`src/rtl/bypass_net.sv`:
```
// Decode-stage forwarding network: picks the youngest matching, ready producer per
// read port, registers the select/data for execute, and requests a load-use stall.
module bypass_net #(
  parameter int NUM_RPORTS = 2,
  parameter int NUM_STAGES = 3,
  parameter int DATA_W     = 32,
  parameter int ADDR_W     = 5,
  parameter int STALL_BIT  = 2
) (
  input  logic                           clk,
  input  logic                           rst,
  input  logic                           flush,
  input  logic [5:0]                     stall,
  input  logic [NUM_RPORTS-1:0]          rd_en,
  input  logic [NUM_RPORTS*ADDR_W-1:0]   rd_addr,
  input  logic [NUM_STAGES-1:0]          st_we,
  input  logic [NUM_STAGES-1:0]          st_rdy,
  input  logic [NUM_STAGES*ADDR_W-1:0]   st_waddr,
  input  logic [NUM_STAGES*DATA_W-1:0]   st_wdata,
  output logic [NUM_RPORTS-1:0]          fwd_sel_r,
  output logic [NUM_RPORTS*DATA_W-1:0]   fwd_data_r,
  output logic                           stall_req
);

  logic [NUM_RPORTS-1:0]        w_found;
  logic [NUM_RPORTS-1:0]        w_fwd_vld;
  logic [NUM_RPORTS-1:0]        w_pend;
  logic [NUM_RPORTS*DATA_W-1:0] w_fwd_data;
  logic                         w_stall;
  logic                         w_unused_stall;

  logic [NUM_RPORTS-1:0]        r_sel;
  logic [NUM_RPORTS*DATA_W-1:0] r_data;

  assign w_stall        = stall[STALL_BIT];
  assign w_unused_stall = ^stall;

  // Scanning from stage 0 upward, the first hit is the youngest producer and
  // decides the port alone: a not-ready youngest hit masks any older ready one.
  always_comb begin
    // NOTE: every combinational output gets a default before the loops so no
    // path leaves a value unassigned, which would otherwise infer a latch.
    w_found    = '0;
    w_fwd_vld  = '0;
    w_pend     = '0;
    w_fwd_data = '0;
    for (int p = 0; p < NUM_RPORTS; p++) begin
      for (int s = 0; s < NUM_STAGES; s++) begin
        if (!w_found[p] && rd_en[p] && st_we[s] &&
            (rd_addr[p*ADDR_W +: ADDR_W] == st_waddr[s*ADDR_W +: ADDR_W]) &&
            (rd_addr[p*ADDR_W +: ADDR_W] != '0)) begin
          w_found[p] = 1'b1;
          if (st_rdy[s]) begin
            w_fwd_vld[p]                  = 1'b1;
            w_fwd_data[p*DATA_W +: DATA_W] = st_wdata[s*DATA_W +: DATA_W];
          end else begin
            w_pend[p] = 1'b1;
          end
        end
      end
    end
  end

  assign stall_req = |w_pend;

  // NOTE: state registers use non-blocking assignments so every port samples
  // the same pre-edge values regardless of evaluation order.
  always_ff @(posedge clk or negedge rst) begin
    if (!rst) begin
      r_sel  <= '0;
      r_data <= '0;
    end else begin
      for (int p = 0; p < NUM_RPORTS; p++) begin
        if (flush) begin
          r_sel[p]                   <= 1'b0;
          r_data[p*DATA_W +: DATA_W] <= '0;
        end else if (w_fwd_vld[p]) begin
          r_sel[p]                   <= 1'b1;
          r_data[p*DATA_W +: DATA_W] <= w_fwd_data[p*DATA_W +: DATA_W];
        end else if (w_pend[p]) begin
          // Data is left untouched while a load is outstanding.
          if (!w_stall) r_sel[p] <= 1'b0;
        end else if (!w_stall) begin
          r_sel[p]                   <= 1'b0;
          r_data[p*DATA_W +: DATA_W] <= '0;
        end
        // No hit under stall: hold, so a producer that retired is not lost.
      end
    end
  end

  assign fwd_sel_r  = r_sel;
  assign fwd_data_r = r_data;

endmodule

```
`config.mk`:
```
export PLATFORM = sky130hd
export DESIGN_NAME = bypass_net
export DESIGN_NICKNAME = d
export VERILOG_FILES = /design/src/rtl/bypass_net.sv
export SDC_FILE = /design/constraint.sdc
export NUM_CORES = 1
export LEC_CHECK = 0
export CAP_MARGIN = 10
export CORE_ASPECT_RATIO = 0.7
export CORE_MARGIN = 10
export CORE_UTILIZATION = 30
export DETAILED_ROUTE_END_ITERATION = 8
export MAX_ROUTING_LAYER = met4
export PLACE_DENSITY = 0.58
export SLEW_MARGIN = 15
export SYNTH_ARGS = -nofsm -noshare
export SYNTH_HDL_FRONTEND = slang
export SYNTH_SLANG_ARGS = --single-unit
```
`constraint.sdc`:
```
create_clock -name clk -period 2.42 [get_ports clk]
set_input_delay 0.363 -clock clk [delete_from_list [all_inputs] [get_ports clk]]
set_output_delay 0.363 -clock clk [all_outputs]
set_load 0.02 [all_outputs]
```
==> results of run 1 <==
## state kept, by name, indices dropped and copies added (netlist names)
name / flops
fwd_data_r: 64
fwd_sel_r: 2
## layout make-up
type | count | area share, %
multi-input cells | 357 | 35.6
repair buffers | 296 | 34.8
flip-flops and latches | 66 | 19.7
well taps | 225 | 3.35
clock buffers | 13 | 3.22
inverters | 63 | 2.82
clock inverters | 2 | 0.417
diodes | 2 | 0.0596
## routing by layer
layer  vias to the layer above  track usage [%]  share of wire [%]
li1                       2598                -                  -
met1                      2800             30.0                 45
met2                       348             33.1                 44
met3                        41             5.41                9.0
met4                         0             5.76                1.8
met5                         -                -                  0
## timing repair
action | in CTS | in global routing
endpoints found under the setup margin | 67 | 65
buffers inserted | 19 | 7
gates resized for setup | 89 | 45
pin swaps | 20 | 20
cloned | 4 | 0
## layout by cell type, fill, tap and decap left out, types with 10 or more instances in the layout
| cell type | count |
|---|---|
| o22ai_1 | 27 |
| buf_6 | 10 |
| buf_12 | 12 |
| nand3_1 | 29 |
| clkdlybuf4s50_1 | 171 |
| or4_1 | 27 |
| inv_1 | 63 |
| xnor2_1 | 13 |
| xor2_1 | 16 |
| nand2b_1 | 27 |
| a32o_1 | 27 |
| buf_4 | 75 |
| o32ai_2 | 32 |
| o211ai_1 | 28 |
| dfrtp_1 | 66 |
| o32ai_1 | 27 |
| nand2_1 | 36 |
## power breakdown
part	total, W	switching, W	internal [W]
logic	0.000702	0.000335	0.000367
clock network	0.00136	0.000486	0.000875
registers	0.00111	0.000000409	0.00110
## through the flow
step / utilization (%) / hold WS (ps) / total power [W] / setup TNS (ps) / instances
3_5_place_dp: 46.7 / 481 / 0.00174 / -56400 / 979
5_1_grt: 51.4 / 152 / 0.00328 / -109 / 1024
2_1_floorplan: - / 67.4 / 0.00134 / 0 / 544
3_3_place_gp: 46.7 / 471 / 0.00174 / -52980 / 979
6_report: 51.4 / 103 / 0.00317 / 0 / 1024
4_1_cts: 51.0 / 125 / 0.00316 / -491 / 1017
## worst max-delay path, delay by kind of cell
kind | cells | cell delay (ps)
simple gates | 3 | 840
buf+inv | 2 | 440
compound gates | 1 | 210
xor+xnor | 1 | 160
## final timing paths
kind / to / cells after the start
worst max-delay path: stall_req / 7
worst min-delay path: fwd_data_r[17]$_DFFE_PN0P_ / 1
worst max register to register: fwd_sel_r[1]$_DFFE_PN0P_ / 2
max in group asynchronous: fwd_data_r[62]$_DFFE_PN0P_ / 2
min in group clk: fwd_data_r[28]$_DFFE_PN0P_ / 1
worst min register to register: fwd_data_r[28]$_DFFE_PN0P_ / 1
## logic make-up (layout without fill, tap and decap cells)
logic type / after synthesis / count (layout) / synth area share, %
xor+xnor: 30 / 30 / 5.26
compound gates: 173 / 173 / 33.9
flops: 66 / 66 / 33.1
simple gates: 154 / 154 / 17.4
other cells: 0 / 2 / 0
buf+inv: 121 / 374 / 10.4
==> run metrics, run 1 <==
outcome=finished clean; Num Clock Sinks=66; WL final=24.7 mm; number of routed nets with antenna violations=0; post-DP HPWL=18.1 mm; layout cell share with drive strength beyond 1=23.5%; Layout Nets=931; H-Tree Depth=3; first-pass GRT wire length=37.8 mm; Max-Slew Margin vs Limit=47.1%; first-iteration detailed-routing DRC count=556; Slew Limit Fails=0; Final Hold Viols=0; Synth area leaders=dfrtp_1, o32ai_2, a32o_1, o32ai_1, inv_1; syn avg cell area=9.18 µm²; Vert. Die Dim=128 µm; Initial Utilization=30.6%; Synth cell types=42; hold_buf cts=0; RSZ-0062 raised after global routing=yes; top post-synthesis cells by count=dfrtp_1, inv_1, clkbuf_1; Crit path largest cell delay=440 ps; leakage power=3.23 nW; Worst Path Arrival=2040 ps; Longest Clk Path Bufs=2; WL/cell=24.2 µm; CTS root buf=clkbuf_16; fmax=417 MHz; DR vias/cell=5.65; critical-path cell list=dlygate4sd2_1, xor2_1, nor4_1, nand3_1, or3b_4, o211ai_1, buf_4; class of the most critical setup path=in2out; first element of the critical path=st_waddr[14]; Crit Reg-Reg Startpoint=fwd_sel_r[1]$_DFFE_PN0P_; PwrDens=377 nW/µm²; GPL Wtd Cong=0.899; Place WS=-881 ps; cell area after layout=8400 µm²; Post-Route Skew=0 ps; Synth-to-Final Area Change=68.2%; Post-synth EDFFs=0; CTS Buf Count=9; Syn Nets=682; initial antenna violation count=2; CP Launch Type=input pin; Crit path required time=2060 ps; CP Capture Type=output port; Pre-Repair DR Iteration Count=6; CTS tree=yes; Yosys top cell area share=33.1%; Post-Syn Area=4990 µm²; GRT overflow=0; final period utilization=99.1%; DR vias=5787; area of the multi-input gates=2990 µm²; IO Count=205; cells after synthesis=544; Max Cap Viol=0; sequential cell area=1650 µm²; top-count cell post-synth=dfrtp_1; Final Setup Violations=0; largest net degree at the start of global routing=37; fill cell total of the finished layout=1525; Warnings, synthesis=0; clock transition at the registers of the reported paths=50 ps; most area-hungry cell type in the Yosys netlist=dfrtp_1; vias in the first global route=6213; setup ws final=21.0 ps; row cnt=39; Slew @ Worst Pin=794 ps; Die Area=22300 µm²; R2R setup slack=1420 ps; register bit total from synthesis=66; crit path max fanout=2; core area=16300 µm²; Port Buffer Count=199; Top FF cell, synth=dfrtp_1; Tightest Hold Check Type=in2async; Die Wd=174 µm; sequential fraction of the synthesis area=33.1%; Skew-Pair Late Insertion Delay=340 ps; All-Layer GR Usage=22.4%; # DRC=0; worst ir drop on vdd=0.292 mV; Final min period=2400 ps; Critical-path top delay cell=or3b_4; placed inst area=7630 µm²; Synth async-reset ratio=100%
Power figures use the tool's default switching activity.
==> run 2: changes to the inputs <==
--- a/config.mk
+++ b/config.mk
@@ -7,9 +7,9 @@
 export LEC_CHECK = 0
 export CAP_MARGIN = 10
 export CORE_ASPECT_RATIO = 0.7
-export CORE_MARGIN = 10
 export CORE_UTILIZATION = 30
 export DETAILED_ROUTE_END_ITERATION = 8
+export GPL_TIMING_DRIVEN = 1
 export MAX_ROUTING_LAYER = met4
 export PLACE_DENSITY = 0.58
 export SLEW_MARGIN = 15
==> run 2 against run 1 <==
Compared with the run above: hold slack gained 130 ps; critical path depth grew 2; sequential share of layout area is essentially flat; core utilization grew 0.069 points; largest cell class unchanged; highest routed layer unchanged.
==> run metrics, run 2 (synthesis gave the netlist of run 1 again) <==
outcome=finished clean; clock transition at the registers of the reported paths=50 ps (about the same); PwrDens=376 nW/µm² (-0.21%); number of routed nets with antenna violations=0 (unchanged); placed inst area=7630 µm² (about the same); Die Wd=156 µm (-10%); Port Buffer Count=199 (unchanged); Vert. Die Dim=110 µm (-14%); Slew Limit Fails=0 (unchanged); CTS root buf=clkbuf_16; CP Capture Type=flop; Slew @ Worst Pin=897 ps (+103 ps); IO Count=205 (unchanged); WL final=22.6 mm (-8.5%); commonest non-fill, non-tap cell in the layout=clkdlybuf4s50_1; Longest Clk Path Bufs=2 (unchanged); H-Tree Depth=3 (unchanged); initial antenna violation count=0 (-2); Inserted Diodes=0 (-2); final hold slack=234 ps (+131 ps); GPL Wtd Cong=0.960 (+6.9%); All-Layer GR Usage=27.0% (+4.6 points); post-DP HPWL=15.9 mm (-12%); final core occ=51.5% (+0.069 points); Post-Route Skew=0 ps (unchanged); clock share of power=42.8% (-0.2 points); Critical-path top delay cell=or4_4; sequential share of power=35.0% (about the same); cell area after layout=8390 µm² (-0.16%); Final Hold Viols=0 (unchanged); Layout Nets=925 (-0.64%); fill cell total of the finished layout=1534 (+0.59%); Max-Slew Margin vs Limit=40.2% (-6.9 points); Gate power share=22.2% (about the same); CTS tree=yes; Worst Path Arrival=2630 ps (+590 ps); CTS Buf Count=9 (unchanged); worst ir drop on vdd=0.247 mV (-15%); leakage power=3.21 nW (-0.66%); # DRC=0 (unchanged); Final min period=2420 ps (+20.8 ps); Die Area=17200 µm² (-23%); Skew-Pair Late Insertion Delay=330 ps (about the same); Crit path required time=2630 ps (+570 ps); layout cell share with drive strength beyond 1=22.7% (-0.74 points); vias in the first global route=5540 (-11%); Max Cap Viol=0 (unchanged); Setup crit end=fwd_data_r[32]$_DFFE_PN0P_; crit path max fanout=16 (+14); commonest cells after routing, fill and taps aside=clkdlybuf4s50_1, dfrtp_1, buf_4, inv_1, nand2_1; Internal=0.00232 W (-0.98%); net load switching power=0.000833 W (+1.4%); Final Setup Violations=0 (unchanged); Initial Utilization=30.6% (+0.091 points); DR vias/cell=5.77 (+2.2%); Num Clock Sinks=66 (unchanged); Largest register FFs=64 (unchanged); RSZ-0062 raised after global routing=yes; FF-to-FF path depth=2 (unchanged); reg2reg end=fwd_sel_r[1]$_DFFE_PN0P_; sw frac=26.4% (+0.46 points); first element of the critical path=rd_addr[6]; Crit Reg-Reg Startpoint=fwd_sel_r[1]$_DFFE_PN0P_; R2R setup slack=1450 ps (+30 ps); first-iteration detailed-routing DRC count=740 (+33%); fmax=413 MHz (-0.86%); Pre-Repair DR Iteration Count=5 (-1); final period utilization=100% (+0.86 points); GRT overflow=0 (unchanged); Tightest Hold Check Type=in2async; class of the most critical setup path=in2reg; row cnt=39 (unchanged); Synth-to-Final Area Change=67.9%; DR vias=5872 (+1.5%); critical-path cell list=buf_8, buf_6, or4_4, o21a_1, or3b_4, nor2_1, or4_4, buf_12, o32ai_1; CP Launch Type=input pin; WL/cell=22.3 µm (-7.9%); cell mode on critical path=or4_4; core area=16300 µm² (-0.30%); first-pass GRT wire length=33.5 mm (-11%); Crit path largest cell delay=510 ps (+70 ps); largest net degree at the start of global routing=67 (+81%)
-- run 2: power groups by stage --
| stage | sequential, W | clock, W | combinational, W |
|---|---|---|---|
| after floorplan | 0.00113 | 0 | 0.000216 |
| after detailed placement | 0.00112 | 0 | 0.000615 |
| final | 0.00110 | 0.00135 | 0.000701 |
| after global routing | 0.00110 | 0.00142 | 0.000740 |
| after global placement | 0.00112 | 0 | 0.000608 |
| after CTS | 0.00110 | 0.00136 | 0.000675 |
-- run 2: worst min-delay path by stage --
stage	from	endpoint	slack, ps	cells past startpoint
2_1_floorplan	rst	fwd_data_r[0]$_DFFE_PN0P_	70	0
3_3_place_gp	fwd_data_r[28]$_DFFE_PN0P_	fwd_data_r[28]$_DFFE_PN0P_	490	1
3_5_place_dp	fwd_data_r[13]$_DFFE_PN0P_	fwd_data_r[13]$_DFFE_PN0P_	500	1
4_1_cts	rst	fwd_data_r[20]$_DFFE_PN0P_	270	2
5_1_grt	rst	fwd_data_r[46]$_DFFE_PN0P_	310	2
6_report	rst	fwd_data_r[46]$_DFFE_PN0P_	230	2
-- run 2: critical path, delay by kind of cell --
kind | cells | cell delay, ps
buffers and inverters | 3 | 410
and+or+nand+nor | 4 | 1310
AOI/OAI and AO/OA | 2 | 540
-- run 2: final cells by class --
| type | count | area, µm² | area share (%) |
|---|---|---|---|
| Tap cell | 225 | 282 | 3.36 |
| Clock buffer | 14 | 264 | 3.15 |
| Inverter | 63 | 236 | 2.82 |
| Sequential cell | 66 | 1650 | 19.7 |
| Multi-Input combinational cell | 357 | 3010 | 35.9 |
| Timing Repair Buffer | 290 | 2910 | 34.7 |
| Clock inverter | 2 | 35.0 | 0.418 |
-- run 2: timing repair --
| action | CTS | global route |
|---|---|---|
| gates resized for setup | 92 | 33 |
| pin swaps | 21 | 19 |
| setup buffers | 10 | 7 |
| cloned | 5 | 1 |
| setup endpoints to repair | 67 | 65 |
| hold buffers | 0 | 0 |
-- run 2: metal layers --
metal | share of wire, % | GRT usage, %
met3 | 9.1 | 5.56
met1 | 46 | 38.9
met5 | 0 | -
met4 | 1.1 | 4.27
met2 | 44 | 39.1
-- run 2: metrics by stage --
step                setup TNS, ps  std cells  worst slack, ps  total power (W)
finish                          0       1017            0.186          0.00316
global route                -32.9       1017            -32.9          0.00326
CTS                             0       1009            0.689          0.00314
detailed placement         -59490        978            -1010          0.00174
global placement           -57230        978            -1040          0.00173
floorplan                       0        544             20.9          0.00134
==> run 3: changes to the inputs <==
--- a/config.mk
+++ b/config.mk
@@ -12,6 +12,7 @@
 export GPL_TIMING_DRIVEN = 1
 export MAX_ROUTING_LAYER = met4
 export PLACE_DENSITY = 0.58
+export SETUP_SLACK_MARGIN = 0.3
 export SLEW_MARGIN = 15
 export SYNTH_ARGS = -nofsm -noshare
 export SYNTH_HDL_FRONTEND = slang
==> run 3 against run 2 <==
Compared with the run above: routed wire length rose by 8.6%; die area unchanged; clock-buffer cell count fell by 3; critical path depth stayed put; critical path type is now in2out; combinational power is 9.1% higher; flip-flop and latch count stayed put; setup slack gained 39 ps; via count is 0.65% higher; clock skew is the same; highest routed layer unchanged.
==> run metrics, run 3 (synthesis gave the netlist of run 1 again) <==
class of the most critical setup path=in2out; Critical-path top delay cell=or4_1; first-iteration detailed-routing DRC count=496 (-33%); sequential cell area=1650 µm² (unchanged); crit path max fanout=4 (-12); FF-to-FF path depth=2 (unchanged); worst path buffer plus inverter count=4 (+1); layout cell share with drive strength beyond 1=25.2% (+2.5 points); Internal=0.00219 W (-5.8%); clock share of power=39.0% (-3.8 points); GRT overflow=0 (unchanged); net load switching power=0.000875 W (+5.0%); critical-path cell list=buf_2, or4_1, o21a_1, o21ai_4, buf_6, buf_6, o32a_1, o211ai_1, buf_4; Synth-to-Final Area Change=73.4%; hold_buf cts=0 (unchanged); CTS Buf Count=9 (unchanged); CTS root buf=clkbuf_16; fmax=420 MHz (+1.6%); commonest non-fill, non-tap cell in the layout=clkdlybuf4s50_1; Gate power share=25.0% (+2.8 points); Die Wd=156 µm (unchanged); largest net degree at the start of global routing=67 (unchanged); All-Layer GR Usage=28.4% (+1.4 points); sequential share of power=36.1% (+1.1 points); Slew Limit Fails=0 (unchanged); family with the most delay on the worst path=compound AO/OA/AOI/OAI gates; H-Tree Depth=3 (unchanged); Crit path required time=2060 ps (-570 ps); cell mode on critical path=buf_6; Post-Route Skew=0 ps (unchanged); Final Hold Viols=0 (unchanged); Max Cap Viol=0 (unchanged); core area=16300 µm² (unchanged); Final Setup Violations=0 (unchanged); Die Area=17200 µm² (unchanged); Slew @ Worst Pin=920 ps (+22.7 ps); area of the multi-input gates=3130 µm² (+4.1%); Tightest Hold Check Type=in2async; CP Capture Type=output port; clock transition at the registers of the reported paths=60 ps (about the same); DR vias=5910 (+0.65%); outcome=finished clean; cell depth of the worst setup path=9 (unchanged); initial antenna violation count=2 (+2); Vert. Die Dim=110 µm (unchanged); CP Launch Type=input pin; WL/cell=23.8 µm (+7.1%); Largest register FFs=64 (unchanged); PwrDens=354 nW/µm² (-6.0%); leakage power=3.29 nW (+2.5%); vias in the first global route=5914 (+6.8%); fill cell total of the finished layout=1477 (-3.7%); row cnt=39 (unchanged); Num Clock Sinks=66 (unchanged); Initial Utilization=30.6% (unchanged); CTS tree=yes; GPL Wtd Cong=0.915 (-4.7%); sw frac=28.6% (+2.2 points); Layout Nets=937 (+1.3%); Skew-Pair Late Insertion Delay=330 ps (about the same); Worst Path Arrival=2020 ps (-610 ps); Final min period=2380 ps (-38.6 ps); DR vias/cell=5.73 (-0.72%); final hold slack=151 ps (-83.2 ps); post-DP HPWL=16.0 mm (+0.58%); IO Count=205 (unchanged); first-pass GRT wire length=35.1 mm (+4.5%); WL final=24.6 mm (+8.6%); final core occ=53.2% (+1.7 points); Crit path largest cell delay=480 ps (-30 ps); # DRC=0 (unchanged); final period utilization=98.4% (-1.6 points); Longest Clk Path Bufs=2 (unchanged); Max-Slew Margin vs Limit=38.7% (-1.5 points); number of routed nets with antenna violations=0 (unchanged); worst ir drop on vdd=0.271 mV (+10%); Pre-Repair DR Iteration Count=6 (+1); RSZ-0062 raised after global routing=yes; Port Buffer Count=199 (unchanged); commonest cells after routing, fill and taps aside=clkdlybuf4s50_1, buf_4, dfrtp_1, inv_1, nand2_1
run 3: cell types whose count changed in the layout (fill, tap and decap cells not counted), moves of 4 or more:
cell	previous run	this run
buf_12	9	13
buf_4	66	72
buf_6	13	17
clkbuf_16	10	15
dlygate4sd2_1	8	3
o32ai_2	31	23
o32ai_4	0	9
run 3: worst register-to-register path, stage by stage (launching register included):
cell,delay (ps)
dfrtp_1,390
a2111oi_0,390
nor2_1,80
run 3: per-layer routing:
layer | share of wire (%) | up-vias | track usage (%) | wire [µm]
li1 | - | 2607 | - | -
met3 | 11 | 43 | 9.18 | 2710
met2 | 43 | 346 | 40.6 | 10700
met5 | 0 | - | - | 0
met1 | 43 | 2914 | 37.6 | 10600
met4 | 2.3 | 0 | 9.03 | 556
run 3: path summary, 6_finish.rpt:
check / from / slack [ps] / to
max: rd_addr[8] / 40 / stall_req
min: rst / 150 / fwd_data_r[61]$_DFFE_PN0P_
max reg2reg: fwd_sel_r[1]$_DFFE_PN0P_ / 1430 / fwd_sel_r[1]$_DFFE_PN0P_
min reg2reg: fwd_data_r[3]$_DFFE_PN0P_ / 490 / fwd_data_r[3]$_DFFE_PN0P_
max in group asynchronous: rst / 1650 / fwd_data_r[44]$_DFFE_PN0P_
min in group clk: fwd_data_r[3]$_DFFE_PN0P_ / 490 / fwd_data_r[3]$_DFFE_PN0P_
run 3: layout make-up:
class,instances,area share (%)
Antenna cell,2,0.0578
Clock buffer,11,2.69
Clock inverter,5,0.361
Inverter,63,2.73
Multi-Input combinational cell,357,36.1
Sequential cell,66,19.1
Tap cell,225,3.25
Timing Repair Buffer,302,35.7
run 3: metrics by stage:
step	TNS [ps]	std cells	setup WS, ps	total power (W)	area [µm²]
floorplan	0	544	44.1	0.00135	5070
global placement	-52500	980	-943	0.00174	7650
detailed placement	-51020	980	-897	0.00175	7650
CTS	0	1016	77.7	0.00301	8240
global route	-1100	1031	-53.6	0.00316	8660
finish	0	1031	38.8	0.00306	8660
run 3: repair_timing:
action / CTS / global route
setup endpoints to repair: 67 / 65
gates resized for setup: 112 / 53
pin swaps: 25 / 47
gates cloned: 4 / 7
hold endpoints to repair: 0 / 0
buffers inserted: 16 / 6
run 3: power by group through the flow:
| stage | Combinational (W) | Clock (W) | Sequential, W |
|---|---|---|---|
| finish | 0.000765 | 0.00119 | 0.00110 |
| detailed placement | 0.000622 | 0 | 0.00112 |
| global placement | 0.000617 | 0 | 0.00112 |
| global route | 0.000804 | 0.00126 | 0.00110 |
| floorplan | 0.000222 | 0 | 0.00113 |
| CTS | 0.000690 | 0.00121 | 0.00110 |
